$ cat src/rtl/bp_be_issue_queue.sv
// -----------------------------------------------------------------------------
// bp_be_issue_queue
//
// Buffered BE issue stage. FE queue packets are predecoded into issue packets
// as they are written and held in a depth_p-entry circular buffer. Three
// pointers track the buffer:
//    wptr - next slot to write
//    rptr - next entry to present to the calculator (speculative issue)
//    cptr - oldest entry not yet committed
// Entries stay resident from issue until commit, so a cache-miss roll only
// has to move rptr back to cptr to replay them.
//
// Optional feature macro: BP_BE_ISSUE_BYPASS_EN
//    defined   : an enqueue into an empty issue window (rptr == wptr) with no
//                roll/flush drives issue_pkt_o combinationally the same cycle
//    undefined : issue_pkt_o comes from the buffer only (1-cycle latency)
//
// Ports
//    clk_i              clock, rising edge
//    reset_n_i          asynchronous active-low reset
//    fe_queue_i         FE packet (fetch or exception)
//    fe_queue_v_i       FE packet valid
//    fe_queue_ready_o   buffer can accept a packet this cycle
//    issue_pkt_o        predecoded packet at rptr (or bypassed packet)
//    issue_pkt_v_o      issue_pkt_o valid
//    issue_pkt_ready_i  calculator accepts issue_pkt_o
//    cache_miss_v_i     roll: rptr returns to cptr, no issue this cycle
//    cmt_v_i            retire the oldest issued entry
//    flush_i            discard every entry (dominates everything else)
//    count_o            resident entries, wptr - cptr
//
// FE packet layout (MSB..LSB):
//    msg_type(1, 1=exception) | pc/vaddr | instr(32) | branch metadata | exc code(2)
// Issue packet layout (MSB..LSB):
//    fe_exception_not_instr | fe_exception_code(2) | pc | branch_metadata_fwd |
//    instr(32) | irs1_v | irs2_v | frs1_v | frs2_v | fence_v | imm(64)
// -----------------------------------------------------------------------------
module bp_be_issue_queue #(
   // Processor configuration selector; 0 is e_bp_inv_cfg. Every configuration
   // currently resolves to the same vaddr / branch-metadata widths.
   parameter int cfg_p   = 0,
   parameter int depth_p = 8,
   localparam int vaddr_width_p               = (cfg_p == 0) ? 39 : 39,
   localparam int branch_metadata_fwd_width_p = (cfg_p == 0) ? 35 : 35,
   localparam int ptr_width_lp                = $clog2(depth_p) + 1,
   localparam int fe_queue_width_lp  = 1 + vaddr_width_p + 32 + branch_metadata_fwd_width_p + 2,
   localparam int issue_pkt_width_lp = 3 + vaddr_width_p + branch_metadata_fwd_width_p + 32 + 5 + 64
) (
   input  logic                          clk_i,
   input  logic                          reset_n_i,
   input  logic [fe_queue_width_lp-1:0]  fe_queue_i,
   input  logic                          fe_queue_v_i,
   output logic                          fe_queue_ready_o,
   output logic [issue_pkt_width_lp-1:0] issue_pkt_o,
   output logic                          issue_pkt_v_o,
   input  logic                          issue_pkt_ready_i,
   input  logic                          cache_miss_v_i,
   input  logic                          cmt_v_i,
   input  logic                          flush_i,
   output logic [ptr_width_lp-1:0]       count_o
);

   typedef struct packed {
      logic                                   msg_type;
      logic [vaddr_width_p-1:0]               pc;
      logic [31:0]                            instr;
      logic [branch_metadata_fwd_width_p-1:0] branch_metadata;
      logic [1:0]                             exc_code;
   } fe_queue_s;

   typedef struct packed {
      logic                                   fe_exception_not_instr;
      logic [1:0]                             fe_exception_code;
      logic [vaddr_width_p-1:0]               pc;
      logic [branch_metadata_fwd_width_p-1:0] branch_metadata_fwd;
      logic [31:0]                            instr;
      logic                                   irs1_v;
      logic                                   irs2_v;
      logic                                   frs1_v;
      logic                                   frs2_v;
      logic                                   fence_v;
      logic [63:0]                            imm;
   } issue_pkt_s;

   localparam logic [6:0] op_load_lp      = 7'b0000011;
   localparam logic [6:0] op_misc_mem_lp  = 7'b0001111;
   localparam logic [6:0] op_op_imm_lp    = 7'b0010011;
   localparam logic [6:0] op_auipc_lp     = 7'b0010111;
   localparam logic [6:0] op_op_imm_32_lp = 7'b0011011;
   localparam logic [6:0] op_store_lp     = 7'b0100011;
   localparam logic [6:0] op_amo_lp       = 7'b0101111;
   localparam logic [6:0] op_op_lp        = 7'b0110011;
   localparam logic [6:0] op_lui_lp       = 7'b0110111;
   localparam logic [6:0] op_op_32_lp     = 7'b0111011;
   localparam logic [6:0] op_branch_lp    = 7'b1100011;
   localparam logic [6:0] op_jalr_lp      = 7'b1100111;
   localparam logic [6:0] op_jal_lp       = 7'b1101111;
   localparam logic [6:0] op_system_lp    = 7'b1110011;

   localparam logic [ptr_width_lp-1:0] depth_lp   = ptr_width_lp'(depth_p);
   localparam logic [ptr_width_lp-1:0] ptr_one_lp = ptr_width_lp'(1);

   fe_queue_s  fe_pkt;
   issue_pkt_s dec_pkt;
   logic [31:0] instr;
   logic [63:0] imm_u, imm_j, imm_b, imm_s, imm_i, imm_c;

   logic [ptr_width_lp-1:0] wptr_q, wptr_d;
   logic [ptr_width_lp-1:0] rptr_q, rptr_d;
   logic [ptr_width_lp-1:0] cptr_q, cptr_d;

   logic [issue_pkt_width_lp-1:0] mem_q [depth_p];

   logic full, enq, issue, cmt;

   assign fe_pkt = fe_queue_i;
   assign instr  = fe_pkt.instr;

   // RISC-V immediate formats, sign-extended to 64 bits. The CSR form is the
   // zero-extended 5-bit zimm carried in the rs1 field.
   assign imm_u = {{32{instr[31]}}, instr[31:12], 12'b0};
   assign imm_j = {{43{instr[31]}}, instr[31], instr[19:12], instr[20], instr[30:21], 1'b0};
   assign imm_b = {{51{instr[31]}}, instr[31], instr[7], instr[30:25], instr[11:8], 1'b0};
   assign imm_s = {{52{instr[31]}}, instr[31:25], instr[11:7]};
   assign imm_i = {{52{instr[31]}}, instr[31:20]};
   assign imm_c = {59'b0, instr[19:15]};

   // Predecode of the incoming packet; the buffer stores this result.
   always_comb begin
      dec_pkt = '0;
      if (fe_pkt.msg_type) begin
         dec_pkt.fe_exception_not_instr = 1'b1;
         dec_pkt.fe_exception_code      = fe_pkt.exc_code;
         dec_pkt.pc                     = fe_pkt.pc;
      end else begin
         dec_pkt.pc                  = fe_pkt.pc;
         dec_pkt.branch_metadata_fwd = fe_pkt.branch_metadata;
         dec_pkt.instr               = instr;
         dec_pkt.fence_v             = (instr[6:0] == op_misc_mem_lp);
         case (instr[6:0])
            op_lui_lp, op_auipc_lp: dec_pkt.imm = imm_u;
            op_jal_lp:              dec_pkt.imm = imm_j;
            op_jalr_lp, op_load_lp, op_op_imm_lp, op_op_imm_32_lp: begin
               dec_pkt.irs1_v = 1'b1;
               dec_pkt.imm    = imm_i;
            end
            op_branch_lp: begin
               dec_pkt.irs1_v = 1'b1;
               dec_pkt.irs2_v = 1'b1;
               dec_pkt.imm    = imm_b;
            end
            op_store_lp: begin
               dec_pkt.irs1_v = 1'b1;
               dec_pkt.irs2_v = 1'b1;
               dec_pkt.imm    = imm_s;
            end
            op_op_lp, op_op_32_lp, op_amo_lp: begin
               dec_pkt.irs1_v = 1'b1;
               dec_pkt.irs2_v = 1'b1;
            end
            op_system_lp: begin
               dec_pkt.irs1_v = 1'b1;
               dec_pkt.imm    = imm_c;
            end
            default: ;
         endcase
      end
   end

   // Occupancy is measured against cptr: issued-but-uncommitted entries still
   // hold their slot. Full uses pre-edge state, so a same-cycle commit does
   // not open a slot for a same-cycle enqueue.
   assign count_o = wptr_q - cptr_q;
   assign full    = (count_o == depth_lp);

   // Held low during reset so nothing is accepted while reset_n_i is low.
   assign fe_queue_ready_o = ~full & ~flush_i & reset_n_i;
   assign enq              = fe_queue_v_i & fe_queue_ready_o;

`ifdef BP_BE_ISSUE_BYPASS_EN
   logic bypass_v;
   assign bypass_v      = (rptr_q == wptr_q) & enq & ~cache_miss_v_i & ~flush_i;
   assign issue_pkt_v_o = ((rptr_q != wptr_q) | bypass_v) & ~cache_miss_v_i & ~flush_i;
   assign issue_pkt_o   = bypass_v ? dec_pkt : mem_q[rptr_q[ptr_width_lp-2:0]];
`else
   assign issue_pkt_v_o = (rptr_q != wptr_q) & ~cache_miss_v_i & ~flush_i;
   assign issue_pkt_o   = mem_q[rptr_q[ptr_width_lp-2:0]];
`endif

   assign issue = issue_pkt_v_o & issue_pkt_ready_i;
   // Only issued entries can retire; a commit during a roll is dropped.
   assign cmt   = cmt_v_i & ~cache_miss_v_i & (cptr_q != rptr_q);

   always_comb begin
      wptr_d = wptr_q;
      rptr_d = rptr_q;
      cptr_d = cptr_q;
      if (flush_i) begin
         wptr_d = '0;
         rptr_d = '0;
         cptr_d = '0;
      end else begin
         if (enq) begin
            wptr_d = wptr_q + ptr_one_lp;
         end
         if (cache_miss_v_i) begin
            rptr_d = cptr_q;
         end else if (issue) begin
            rptr_d = rptr_q + ptr_one_lp;
         end
         if (cmt) begin
            cptr_d = cptr_q + ptr_one_lp;
         end
      end
   end

   always_ff @(posedge clk_i or negedge reset_n_i) begin
      if (!reset_n_i) begin
         wptr_q <= '0;
         rptr_q <= '0;
         cptr_q <= '0;
      end else begin
         wptr_q <= wptr_d;
         rptr_q <= rptr_d;
         cptr_q <= cptr_d;
      end
   end

   // Payload storage needs no reset: an entry is only read once written.
   always_ff @(posedge clk_i) begin
      if (enq) begin
         mem_q[wptr_q[ptr_width_lp-2:0]] <= dec_pkt;
      end
   end

endmodule

$ cat config.mk
export PLATFORM = sky130hd
export DESIGN_NAME = bp_be_issue_queue
export DESIGN_NICKNAME = d
export VERILOG_FILES = /design/src/rtl/bp_be_issue_queue.sv
export SDC_FILE = /design/constraint.sdc
export NUM_CORES = 1
export LEC_CHECK = 0
export ABC_CLOCK_PERIOD_IN_PS = 39800
export CORE_MARGIN = 5
export CORE_UTILIZATION = 40
export CTS_CLUSTER_DIAMETER = 200
export DETAILED_ROUTE_END_ITERATION = 12
export GPL_TIMING_DRIVEN = 0
export PLACE_DENSITY = 0.64
export SYNTH_ARGS = -nofsm -noshare
export SYNTH_HDL_FRONTEND = slang
export SYNTH_SLANG_ARGS = --single-unit
$ cat constraint.sdc
create_clock -name clk_i -period 39.8 [get_ports clk_i]
set_input_delay 5.97 -clock clk_i [delete_from_list [all_inputs] [get_ports clk_i]]
set_output_delay 5.97 -clock clk_i [all_outputs]
set_load 0.03 [all_outputs]
After elaboration in Yosys (flattened, before gate mapping)
Memories as Yosys holds them, arrays and structs flattened.
Cells that the tools add are included.

storage, ports and cells
  flip-flop bits (word level) = 12
  input bits = 116
  memory bits (writable) = 1408
  output and inout bits = 184
  memories = 1

cells by class
  multiplexer cells = 15
  reduce and logical (&&, ||, !) cells = 7
  bitwise gates (word level) = 11
  equal/unequal tests = 17
  add/subtract/negate cells = 4

memory list
  memory  depth  bits a word  rd ports  clocked after Yosys merged registers in  wr ports  RTL line  source
  mem_q   8      176          1         0                                        1         112       logic [issue_pkt_width_lp-1:0] mem_q [depth_p];

operators with widths
  cell                                                              number
  64-bit one-hot mux with 6 select lines                            1
  69-bit two-way mux                                                1
  65-bit two-way mux                                                1
  7-bit by 6-bit == test with 1-bit output (second input constant)  5
  7-bit == test (second input constant)                             4
  4-bit two-way mux                                                 7
  7-bit by 5-bit == test with 1-bit output (second input constant)  3
  4-bit by 1-bit adder with 4-bit output (second input constant)    3
  10-bit OR reduction                                               1
  1-bit bitwise AND                                                 8
  4-bit inequality test                                             2
  7-bit by 2-bit == test with 1-bit output (second input constant)  1
  7-bit by 4-bit == test with 1-bit output (second input constant)  1
  5-bit OR reduction                                                1
  4-bit == test (second input constant)                             1
  1-bit two-way mux                                                 4
  2-bit nonzero test                                                2
  4-bit OR reduction                                                1
  4-bit subtractor                                                  1
  3-bit two-way mux                                                 1
  1-bit inverter                                                    3
  3-bit nonzero test                                                1
  2-bit OR reduction                                                1

Logic depth before layout (Yosys ltp)
  depth after elaboration = 8
  mapped depth = 11
  mapped depth without buffers = 10

Worst setup path after synthesis
Ideal clock, no wire load.

  path type = in2reg
  start = input port flush_i
  end = memory mem_q[0][0] (netlist bit) (enable)
  path buffers = 0
  data required time = 38799 ps
  slack = 18754 ps
  setup time = 1001 ps
  arrival = 20045 ps
  stages on the path = 5
  cell sequence = inv_1 o311ai_4 inv_2 nand2_1 nor4_1

on the way
  longest elaborated chain between the ends = 6

RTL lines
  element                                  RTL line  source
  start, declared                          59        input logic flush_i,
  1-bit inverter                           177       assign fe_queue_ready_o = ~full & ~flush_i & reset_n_i;
  1-bit bitwise AND (2 in series)          177
  via fe_queue_ready_o                     53        output logic fe_queue_ready_o,
  1-bit bitwise AND                        178       assign enq = fe_queue_v_i & fe_queue_ready_o;
  1-bit two-way mux                        231       if (enq) begin
  1-bit two-way mux (implied by the code)  232       mem_q[wptr_q[ptr_width_lp-2:0]] <= dec_pkt;
  end, declared                            112

The timed path passes the listed nets, and every way through them passes these cells.

Worst setup path after layout
  start = input port reset_n_i
  end = output port fe_queue_ready_o

on the way
  longest elaborated chain between the ends = 1

RTL lines
  element            RTL line  source
  start, declared    50        input logic reset_n_i,
  1-bit bitwise AND  177
  end, declared      53

No other way between the ends.

==> flow_metrics.env <==
export IMPL_clk_transition_reported_paths_ns=0.06
export IMPL_clock_latency_ns=0.69
export IMPL_io_buffer_count=294
export IMPL_vias=22290
export IMPL_cp_cell_sequence="clkdlybuf4s50_1 -> o311ai_4 -> inv_2 -> clkdlybuf4s50_1"
export IMPL_skew_ns=0.01315
export IMPL_crit_path_max_incr_delay_ns=0.91
export IMPL_cts_root_buf="clkbuf_16"
export IMPL_grt_overflow=0
export IMPL_hold_path_class="reg2reg"
export IMPL_antenna_found_initial=13
export IMPL_hold_viol=0
export IMPL_worst_r2r_cell_count=19
export IMPL_cts_htree_levels=3
export IMPL_viasPerCell=5.369
export IMPL_drt_iter0_drc=1956
export IMPL_min_to="wptr_q[3]"
export IMPL_place_area_sq_um=51950
export IMPL_path_max_fanout=13
export IMPL_ff2ff_setup_slack_ns=35.10
export IMPL_power_density_nw_per_um2=49.60
export IMPL_seq_area_frac_synth_pct=76.90
export IMPL_worst_slew_pin_slew_ns=1.297
export IMPL_status="finished, final reports clean"
export IMPL_fill_cells=8977
export IMPL_rows=123
export IMPL_syn_avg_cell_area_sq_um=22.70
export IMPL_reg2reg_to="mem_q[0][141]"
export IMPL_worst_slack_ns=25.82
export IMPL_cts_made_buffers=119
export IMPL_cts_buffer_depth=3
export IMPL_syn_inst=1999
export IMPL_cp_num_buf_inv=3
export IMPL_dpl_hpwl_microns=76940
export IMPL_slew_headroom_pct=13.51
export IMPL_synth_ff_type="edfxtp_1"
export IMPL_initial_core_util_pct=40.28
export IMPL_cp_start_kind="input port"
export IMPL_post_route_period_util_pct=35.14
export IMPL_post_cts_resized=0
export IMPL_drt_total_wl_microns=112100
export IMPL_dieWidth_microns=346.8
export IMPL_peakVddDrop_v=0.00004780
export IMPL_grt_usage_pct=18.42
export IMPL_use_met1_pct=25.49
export IMPL_cp_slowest_cell="clkdlybuf4s50_1"
export IMPL_cts_sinks=1164
export IMPL_r2r_start="wptr_q[0]"
export IMPL_place_gp_congestion=0.7744
export IMPL_ys_seq_elements=1164
export IMPL_grt_busiest_layer="met2"
export IMPL_min_delay_path_depth=2
export IMPL_fin_area_sq_um=55980
export IMPL_final_util_pct=49.69
export IMPL_routedWlPerCell_microns=26.99
export IMPL_fp_coreArea_sq_um=112700
export IMPL_cap_violations=0
export IMPL_setup_viol=0
export IMPL_dp_slack_ns=25.80
export IMPL_grt_first_pass_wirelength_microns=163000
export IMPL_layout_min_cycle_time_ns=13.98
export IMPL_ant_nets=0
export IMPL_grt_setup_unrepaired="no"
export IMPL_fmax_mhz=71.51
export IMPL_grt_met2_usage_pct=29.95
export IMPL_drv_slew=0
export IMPL_die_area_sq_um=120300
export IMPL_grt_max_degree=34
export IMPL_netlist_area_sq_um=45380
export IMPL_path_class="in2out"
export IMPL_power_uw=2777
export IMPL_final_common_cell="edfxtp_1"
export IMPL_cp_common_cell="clkdlybuf4s50_1"
export IMPL_syn2layout_area_growth_pct=23.37
export IMPL_layout_common_cells="edfxtp_1, clkdlybuf4s50_1, mux4_2, mux2_2, clkbuf_16"
export IMPL_die_y_microns=346.8
export IMPL_cts_hold_buffers=0
export IMPL_critPathTopFamily="buffers and inverters"
export IMPL_drtPass1Iterations=7
export IMPL_grt_pass1_vias=23180
export IMPL_synthArstFlopShare_pct=1.031
export IMPL_yosysUniqueCellTypes=53
export IMPL_postCtsSetupBuffers=0
export IMPL_critPathRequiredTime_ns=33.83
export IMPL_yosys_warnings=0
export IMPL_grt_use_met3_pct=4.607
export IMPL_cts_tree="yes"
export IMPL_fin_setup_tns_ns=0
export IMPL_hold_start="wptr_q[3]"
export IMPL_drc_errors=0
export IMPL_cp_arrival_ns=8.01
export IMPL_synth_edf_count=1152
export IMPL_ios=300
export IMPL_cellLeakagePower_uw=0.01729
export IMPL_fin_nets=2666
export IMPL_worstSetupEndpointType="output port"
export IMPL_drive_above_1_share_pct=32.21
-- final cells by class --
cell class	instances	area, sq um	share of cell area, %
antenna	7	17.52	0.03129
buffer	139	730.7	1.305
clock buffer	139	3053	5.453
clock inverter	84	962.2	1.719
inverter	11	41.29	0.07376
multi-input combinational	686	9764	17.44
sequential	1164	34890	62.33
tap	1500	1877	3.353
timing repair buffer	422	4642	8.292
-- flip-flops by register name (all words and copies together), names as in the netlist --
signal / cells
rptr_q: 4
mem_q: 1152
cptr_q: 4
wptr_q: 4
-- worst reg2reg max path: cells and delay by family, from the launching register on --
family          cells  cell delay (ns)
compound gates      1             0.13
xor+xnor            1             0.16
fa+ha+maj           2             0.54
buf+inv            12             2.20
flops               1             0.39
simple gates        3             1.02
-- synthesized netlist by cell type (2+ instances only) --
library cell | n | area share [%]
clkbuf_1 | 39 | 0.32
mux2_2 | 144 | 3.6
nor2_1 | 24 | 0.20
nor2b_1 | 68 | 0.94
nor4_1 | 3 | 0.041
o21ai_1 | 4 | 0.044
inv_2 | 2 | 0.017
nand2b_1 | 6 | 0.083
o21a_1 | 2 | 0.033
mux4_2 | 288 | 14
ha_1 | 6 | 0.17
nand2_1 | 31 | 0.26
edfxtp_1 | 1152 | 76
a222oi_1 | 4 | 0.088
nor4bb_1 | 2 | 0.044
a21oi_1 | 32 | 0.35
nand3b_1 | 2 | 0.033
and2_1 | 8 | 0.11
xor2_1 | 7 | 0.14
buf_4 | 35 | 0.58
nand3_1 | 10 | 0.11
nor3_1 | 7 | 0.077
buf_1 | 9 | 0.074
o21ai_0 | 4 | 0.044
inv_1 | 9 | 0.074
buf_2 | 55 | 0.61
mux2i_1 | 2 | 0.044
dfrtp_1 | 12 | 0.66
xnor2_1 | 8 | 0.15
-- cells by family after synthesis --
kind of cell	count (synthesis)	share of synthesized area [%]
xor gates and xnor gates	16	0.3254
muxes	436	17.97
and+or+nand+nor	166	1.974
DFF	1164	76.90
adders and majority gates	7	0.2096
buffers and inverters	150	1.698
AOI/OAI and AO/OA	59	0.9182
other	1	0.008264
-- metal layers --
metal / vias to the layer above / part of all wire [%] / wire length, microns
li1: 9427 / - / -
met1: 11820 / 41 / 46290
met2: 883 / 49 / 54670
met5: - / 0.034 / 38
met3: 158 / 7.8 / 8764
met4: 6 / 2.1 / 2317
-- power by group --
part / switching [uW] / internal (uW)
sequential: 2.08 / 1350
combinational: 161 / 129
clock: 461 / 673
total: 624 / 2150
-- stage by stage --
step                      instances  hold slack (ns)
final                          4152           0.6868
after global routing           4145           0.7186
after CTS                      4145           0.6892
after detailed placement       3922           0.6738
after global placement         3794           0.6457
after floorplan                2000           0.6126
-- worst max-delay path by stage --
| stage | startpoint | to | slack, ns | cells after the start |
|---|---|---|---|---|
| 6_report | reset_n_i | fe_queue_ready_o | 25.82 | 4 |
| 5_1_grt | reset_n_i | fe_queue_ready_o | 25.69 | 4 |
| 4_1_cts | reset_n_i | fe_queue_ready_o | 25.78 | 4 |
| 3_5_place_dp | reset_n_i | fe_queue_ready_o | 25.80 | 4 |
| 3_3_place_gp | reset_n_i | mem_q[0][26] | 2.17 | 5 |
| 2_1_floorplan | flush_i | mem_q[0][0] | 18.75 | 5 |
Note: power is estimated with default switching activity, not from simulation.
